**config.mk**
```make
export PLATFORM = sky130hd
export DESIGN_NAME = bit_serializer
export DESIGN_NICKNAME = d
export VERILOG_FILES = /design/src/rtl/bit_serializer_pkg.sv /design/src/rtl/bit_serializer.sv
export SDC_FILE = /design/constraint.sdc
export NUM_CORES = 1
export LEC_CHECK = 0
export CORE_MARGIN = 3
export CORE_UTILIZATION = 45
export DETAILED_ROUTE_END_ITERATION = 7
export PLACE_DENSITY = 0.72
export SKIP_CTS_REPAIR_TIMING = 1
export SLEW_MARGIN = 0
export SYNTH_ARGS = -nofsm -noshare
export SYNTH_HDL_FRONTEND = slang
export SYNTH_SLANG_ARGS = --single-unit
```
**constraint.sdc**
```tcl
create_clock -name clk -period 5.2 [get_ports clk]
set_clock_uncertainty 0.1 [all_clocks]
set_input_delay 1.04 -clock clk [delete_from_list [all_inputs] [get_ports clk]]
set_output_delay 1.04 -clock clk [all_outputs]
set_load 0.01 [all_outputs]
```
**src/rtl/bit_serializer_pkg.sv**
```systemverilog
`default_nettype none
// ---------------------------------------------------------------------------
// bit_serializer_pkg : state encoding and counter sizing for bit_serializer
// Rev 1.0
// ---------------------------------------------------------------------------
package bit_serializer_pkg;

  localparam logic [1:0] ST_IDLE  = 2'b00;
  localparam logic [1:0] ST_SHIFT = 2'b01;
  localparam logic [1:0] ST_PAR   = 2'b10;

  // Bit counter width; never below one bit so the counter always exists.
  function automatic int cnt_width(input int w);
    return (w > 2) ? $clog2(w) : 1;
  endfunction

endpackage
`default_nettype wire

```
**src/rtl/bit_serializer.sv**
```systemverilog
`default_nettype none
// ---------------------------------------------------------------------------
// bit_serializer : MSB-first parallel-to-serial converter, optional parity
// Rev 1.0
// ---------------------------------------------------------------------------
module bit_serializer
  import bit_serializer_pkg::*;
#(
  parameter int DATA_W     = 8,
  parameter int PARITY_EN  = 0,
  parameter int PARITY_ODD = 0
) (
  input  logic              clk,
  input  logic              reset_n,
  input  logic [DATA_W-1:0] s_data,
  input  logic              s_valid,
  output logic              s_ready,
  output logic              ser_out,
  output logic              ser_valid,
  output logic              ser_last,
  output logic              busy
);

  localparam int                CNT_W     = cnt_width(DATA_W);
  localparam logic [CNT_W-1:0]  C_CNT_MAX = CNT_W'(DATA_W - 1);
  localparam logic              C_PAR_EN  = (PARITY_EN != 0);
  localparam logic              C_PAR_ODD = (PARITY_ODD != 0);

  logic [1:0]        r_state;
  logic [DATA_W-1:0] r_shreg;
  logic [CNT_W-1:0]  r_cnt;
  logic              r_par;
  logic              r_ser_out;
  logic              r_ser_valid;
  logic              r_ser_last;

  logic [1:0]        w_state_nxt;
  logic [DATA_W-1:0] w_shreg_nxt;
  logic [CNT_W-1:0]  w_cnt_nxt;
  logic              w_par_nxt;
  logic              w_xfer;
  logic              w_load;

  assign s_ready   = (r_state == ST_IDLE) || r_ser_last;
  assign w_xfer    = s_valid && s_ready;
  assign ser_out   = r_ser_out;
  assign ser_valid = r_ser_valid;
  assign ser_last  = r_ser_last;
  assign busy      = (r_state != ST_IDLE);

  // Parity accumulates each bit as it leaves the output, so the PAR cycle
  // sees the XOR of the whole word.
  always_comb begin
    w_state_nxt = r_state;
    w_shreg_nxt = r_shreg;
    w_cnt_nxt   = r_cnt;
    w_par_nxt   = r_par;
    w_load      = 1'b0;
    case (r_state)
      ST_IDLE: begin
        if (w_xfer) w_load = 1'b1;
      end
      ST_SHIFT: begin
        w_par_nxt = r_par ^ r_shreg[DATA_W-1];
        if (r_cnt != '0) begin
          w_shreg_nxt = {r_shreg[DATA_W-2:0], 1'b0};
          w_cnt_nxt   = r_cnt - 1'b1;
        end else if (C_PAR_EN) begin
          w_state_nxt = ST_PAR;
        end else if (w_xfer) begin
          w_load = 1'b1;
        end else begin
          w_state_nxt = ST_IDLE;
        end
      end
      ST_PAR: begin
        if (w_xfer) w_load = 1'b1;
        else        w_state_nxt = ST_IDLE;
      end
      default: w_state_nxt = ST_IDLE;
    endcase
    if (w_load) begin
      w_state_nxt = ST_SHIFT;
      w_shreg_nxt = s_data;
      w_cnt_nxt   = C_CNT_MAX;
      w_par_nxt   = 1'b0;
    end
  end

  // Output registers are driven from next-state values so the first bit
  // appears in the cycle right after the transfer edge.
  always_ff @(posedge clk or negedge reset_n) begin
    if (!reset_n) begin
      r_state     <= ST_IDLE;
      r_shreg     <= '0;
      r_cnt       <= '0;
      r_par       <= 1'b0;
      r_ser_out   <= 1'b0;
      r_ser_valid <= 1'b0;
      r_ser_last  <= 1'b0;
    end else begin
      r_state     <= w_state_nxt;
      r_shreg     <= w_shreg_nxt;
      r_cnt       <= w_cnt_nxt;
      r_par       <= w_par_nxt;
      r_ser_valid <= (w_state_nxt != ST_IDLE);
      r_ser_out   <= (w_state_nxt == ST_SHIFT) ? w_shreg_nxt[DATA_W-1] :
                     (w_state_nxt == ST_PAR)   ? (w_par_nxt ^ C_PAR_ODD) : 1'b0;
      r_ser_last  <= ((w_state_nxt == ST_SHIFT) && (w_cnt_nxt == '0) && !C_PAR_EN) ||
                     (w_state_nxt == ST_PAR);
    end
  end

endmodule
`default_nettype wire

```
==> Word-level counts from Yosys, hierarchy flattened <==
Index checks and enable logic that the tools add are counted.
{ "totals": {"ff_bits": 17, "input_bits": 11, "out_inout_bits": 5} }
{ "op_classes": {"add_sub_neg": 1, "eq_ne": 4, "n_mux": 17, "n_bitwise": 1, "n_reduce_logical": 13} }
{ "op_table": {"columns": ["cell", "count"], "rows": [
  ["2-to-1 mux 8 bit", 3],
  ["2-to-1 mux 3 bit", 3],
  ["nonzero test 2 bit", 4],
  ["2-to-1 mux 1 bit", 6],
  ["2-to-1 mux 2 bit", 3],
  ["one-hot mux 2 bit (3 select lines)", 1],
  ["== test 2 x 1 -> 1 bit (second input constant)", 2],
  ["== test 2 bit (second input constant)", 2],
  ["logical NOT 3 bit", 1],
  ["nonzero test 3 bit", 1],
  ["subtractor 3 x 1 -> 3 bit (second input constant)", 1],
  ["logical AND 1 bit", 2],
  ["logical NOT 2 bit", 1],
  ["logical OR 1 bit", 2],
  ["one-hot mux 1 bit (2 select lines)", 1],
  ["AND reduction 2 bit", 1],
  ["OR reduction 2 bit", 1],
  ["bitwise XOR 1 bit", 1]
]} }

==> Longest topological paths before layout <==
{ "depth": {"depth_word": 10, "mapped_depth": 7} }

==> Least setup slack after synthesis <==
No wires, ideal clock.
{ "synth_path": {"kind": "reg-to-reg", "from": "register r_cnt[0]", "to": "register r_shreg[6]", "setup_time_ps": 125, "t_arrival_ps": 1803, "required_ps": 4975, "path_slack_ps": 3172, "stages_incl_launch_ff": 8, "synth_period_minus_slack_ps": 2028, "path_cell_list": "dfrtp_1 inv_1 ha_1 ha_1 or3b_1 buf_6 mux2_4 mux2_4"} }
{ "synth_via": {"elab_chain_cells": 5, "elab_cells_between_ends": 7, "cone_classes": "3 x mux; 4 x reduce/logical"} }
{ "synth_rtl": {"columns": ["item", "line_no", "source"], "rows": [
  ["start, declared", "bit_serializer.sv:31", "logic [CNT_W-1:0] r_cnt;"],
  ["start signal, assigned", "bit_serializer.sv:104", "r_cnt <= w_cnt_nxt;"],
  ["nonzero test 3 bit (*)", "bit_serializer.sv:65", "if (r_cnt != '0) begin"],
  ["2-to-1 mux 1 bit", "bit_serializer.sv:65", null],
  ["one-hot mux 1 bit (2 select lines)", "bit_serializer.sv:59", "case (r_state)"],
  ["nonzero test 2 bit (no source line)", null, null],
  ["AND reduction 2 bit (no source line)", null, null],
  ["end signal, assigned", "bit_serializer.sv:103", "r_shreg <= w_shreg_nxt;"],
  ["end, declared", "bit_serializer.sv:30", "logic [DATA_W-1:0] r_shreg;"]
]} }
Mark *: on every way between the ends. The rest lies on a longest branch, timed or not.
A chain may end at the register's enable or synchronous reset.

==> Worst setup path in the final report <==
{ "layout_path": {"from": "register r_state[1]", "to": "output port s_ready"} }
{ "layout_via": {"elab_chain_cells": 2} }
{ "layout_rtl": {"columns": ["item", "line_no", "source"], "rows": [
  ["start, declared", "bit_serializer.sv:29", "logic [1:0] r_state;"],
  ["start signal, assigned", "bit_serializer.sv:102", "r_state <= w_state_nxt;"],
  ["logical NOT 2 bit", "bit_serializer.sv:44", "assign s_ready = (r_state == ST_IDLE) || r_ser_last;"],
  ["logical OR 1 bit", "bit_serializer.sv:44", null],
  ["end, declared", "bit_serializer.sv:17", "output logic s_ready,"]
]} }
No other way between the ends.

==> results.sh <==
export IMPL_status="complete, no violations"
export IMPL_grt_pass1_vias=502
export IMPL_fin_tns_setup_ns=0
export IMPL_postPlaceCellArea_um2=913
export IMPL_drv_slew=0
export IMPL_worst_pin_slew_ns=0.697
export IMPL_antenna_found_initial=0
export IMPL_netlist_area_leader_share_pct=49.3
export IMPL_worst_setup_path_end_kind="primary output"
export IMPL_holdCritPathClass="reg -> reg"
export IMPL_ys_async_sr_fraction_pct=100
export IMPL_ir_drop_uv=169
export IMPL_drt_iter0_markers=10
export IMPL_drc_errors=0
export IMPL_die_h_um=47.2
export IMPL_rr_worst_depth=6
export IMPL_synth_cells=63
export IMPL_rsz0062_at_grt="false"
export IMPL_ys_seq_elements=15
export IMPL_fin_area_um2=941
export IMPL_place_ws_ns=2.73
export IMPL_fin_crit_ns=2.79
export IMPL_startpoint_type="flip-flop"
export IMPL_synth_ff_type="dfrtp_1"
export IMPL_ios=16
export IMPL_final_setup_worst_slack_ns=2.41
export IMPL_ys_types=22
export IMPL_ys_top_cells_by_area="dfrtp_1 49%, mux2_2 15%, ha_1 4.9%"
export IMPL_die_w_um=47.2
export IMPL_overflow=0
export IMPL_layout_nets=95
export IMPL_r2r_end="r_shreg[5]$_DFFE_PN0P_"
export IMPL_cts_inserted_buffers=3
export IMPL_ys_warn_count=0
export IMPL_num_rows=14
export IMPL_p_leak_uw=0.000466
export IMPL_insertion_delay_ns=0.29
export IMPL_rrSetupSlack_ns=2.86
export IMPL_viasPerCell=5.22
export IMPL_cap_violations=0
export IMPL_drtAntennaViolNets=0
export IMPL_synth_edf_count=0
export IMPL_syn_to_final_growth_pct=23.5
export IMPL_layout_common_cells="15 x clkdlybuf4s50_1, 15 x dfrtp_1, 10 x mux2_2"
export IMPL_critPathArrivalTime_ns=1.65
export IMPL_gp_congestion=0.714
export IMPL_dp_hpwl_um=1000
export IMPL_synth_area_leader_cell="dfrtp_1"
export IMPL_syn_nets=77
export IMPL_cts_tree="done"
export IMPL_numClockSinks=15
export IMPL_core_um2=1540
export IMPL_firstDrtPassIters=4
export IMPL_grt_use_total_pct=14.7
export IMPL_post_drt_wl_per_cell_um=14.3
export IMPL_hold_viol_final=0
export IMPL_port_buffers=15
export IMPL_fin_cells=96
export IMPL_start_util_pct=49.4
export IMPL_cts_clk_slew_worst_paths_ns=0.10
export IMPL_grt_max_degree=16
export IMPL_post_route_period_util_pct=53.7
export IMPL_wl_um=1370
export IMPL_r2r_start="r_cnt[0]$_DFF_PN0_"
export IMPL_required_ns=4.06
export IMPL_crit_path_max_fanout=5
export IMPL_hold_depth=2
export IMPL_syn_area_um2=762
export IMPL_cellPowerDensity_nw_per_um2=353
export IMPL_hold_start="r_shreg[6]$_DFFE_PN0P_"
export IMPL_power_uw=332
export IMPL_clockBufferDepth=2
export IMPL_dr_total_vias=501
export IMPL_avgSynthCellArea_um2=12.1
export IMPL_dieArea_um2=2220
export IMPL_dpl_cell_count=92
export IMPL_relSlewSlack_pct=53.5
export IMPL_seq_area_frac_synth_pct=49.3
export IMPL_drive_above_1_share_pct=25.0
export IMPL_path_class="reg -> out"
export IMPL_clock_tree_root_cell="clkbuf_4"
export IMPL_diodes=0
export IMPL_holdPathEnd="ser_out$_DFF_PN0_"
export IMPL_setup_viol=0
export IMPL_fill_cells=139
export IMPL_grt_pass1_wl_um=2190
export IMPL_fmax_mhz=358
export IMPL_h_tree_depth=1
metrics by stage:
step	hold slack (ns)	util (%)
floorplan	0.350	-
global placement	0.363	59.3
detailed placement	0.390	59.3
CTS	0.412	61.0
global route	0.444	61.0
finish	0.413	61.0
routing by layer:
| metal | GRT usage, % | routed length (um) | vias to the layer above |
|---|---|---|---|
| li1 | - | - | 243 |
| met1 | 16.8 | 576 | 242 |
| met2 | 25.5 | 729 | 12 |
| met3 | 2.30 | 47 | 4 |
| met4 | 9.39 | 21 | 0 |
| met5 | 0 | 0 | - |
cells in the mapped netlist, types with 2 or more instances:
master / number
nand2_1: 8
inv_1: 7
mux2i_1: 2
and3_1: 2
mux2_4: 2
ha_1: 3
dfrtp_1: 15
mux2_2: 10
how the worst max path moves through the flow:
stage	end	slack, ns	from	cells past startpoint
6_report	s_ready	2.41	r_state[1]$_DFF_PN0_	3
5_1_grt	s_ready	2.30	r_state[1]$_DFF_PN0_	3
4_1_cts	s_ready	2.40	r_state[1]$_DFF_PN0_	3
3_5_place_dp	s_ready	2.73	r_state[1]$_DFF_PN0_	3
3_3_place_gp	s_ready	2.75	r_state[1]$_DFF_PN0_	3
2_1_floorplan	r_shreg[6]$_DFFE_PN0P_	3.17	r_cnt[0]$_DFF_PN0_	7
power breakdown:
part	internal, uW	switching [uW]
Combinational	61.6	37.9
Sequential	147	16.4
Clock	28.6	40.6
state kept, by name, summed over array words and instances, names as in the netlist:
name / flops
ser_out: 1
r_shreg: 7
r_cnt: 3
ser_valid: 1
ser_last: 1
r_state: 2
critical path, cell delays in order, from the launching register on:
cell	delay, ns
dfrtp_1	0.43
nor2_1	0.26
or2_2	0.16
clkdlybuf4s50_1	0.52
logic make-up after synthesis:
kind of cell / count (synthesis) / synth area share, %
adders and majority gates: 3 / 4.93
other: 1 / 0.492
DFF: 15 / 49.3
buffers and inverters: 9 / 5.91
and+or+nand+nor: 18 / 13.6
muxes: 14 / 21.3
AOI/OAI and AO/OA: 3 / 4.43
final cells by class:
| class | instances | area (um^2) | area share (%) |
|---|---|---|---|
| inverters | 7 | 26.3 | 2.79 |
| repair buffers | 15 | 150 | 16.0 |
| flip-flops and latches | 15 | 375 | 39.9 |
| well taps | 16 | 20.0 | 2.13 |
| clock buffers | 3 | 22.5 | 2.39 |
| clock inverters | 1 | 5.00 | 0.532 |
| multi-input cells | 39 | 342 | 36.3 |
No activity file was read; power rests on OpenSTA's default activity.
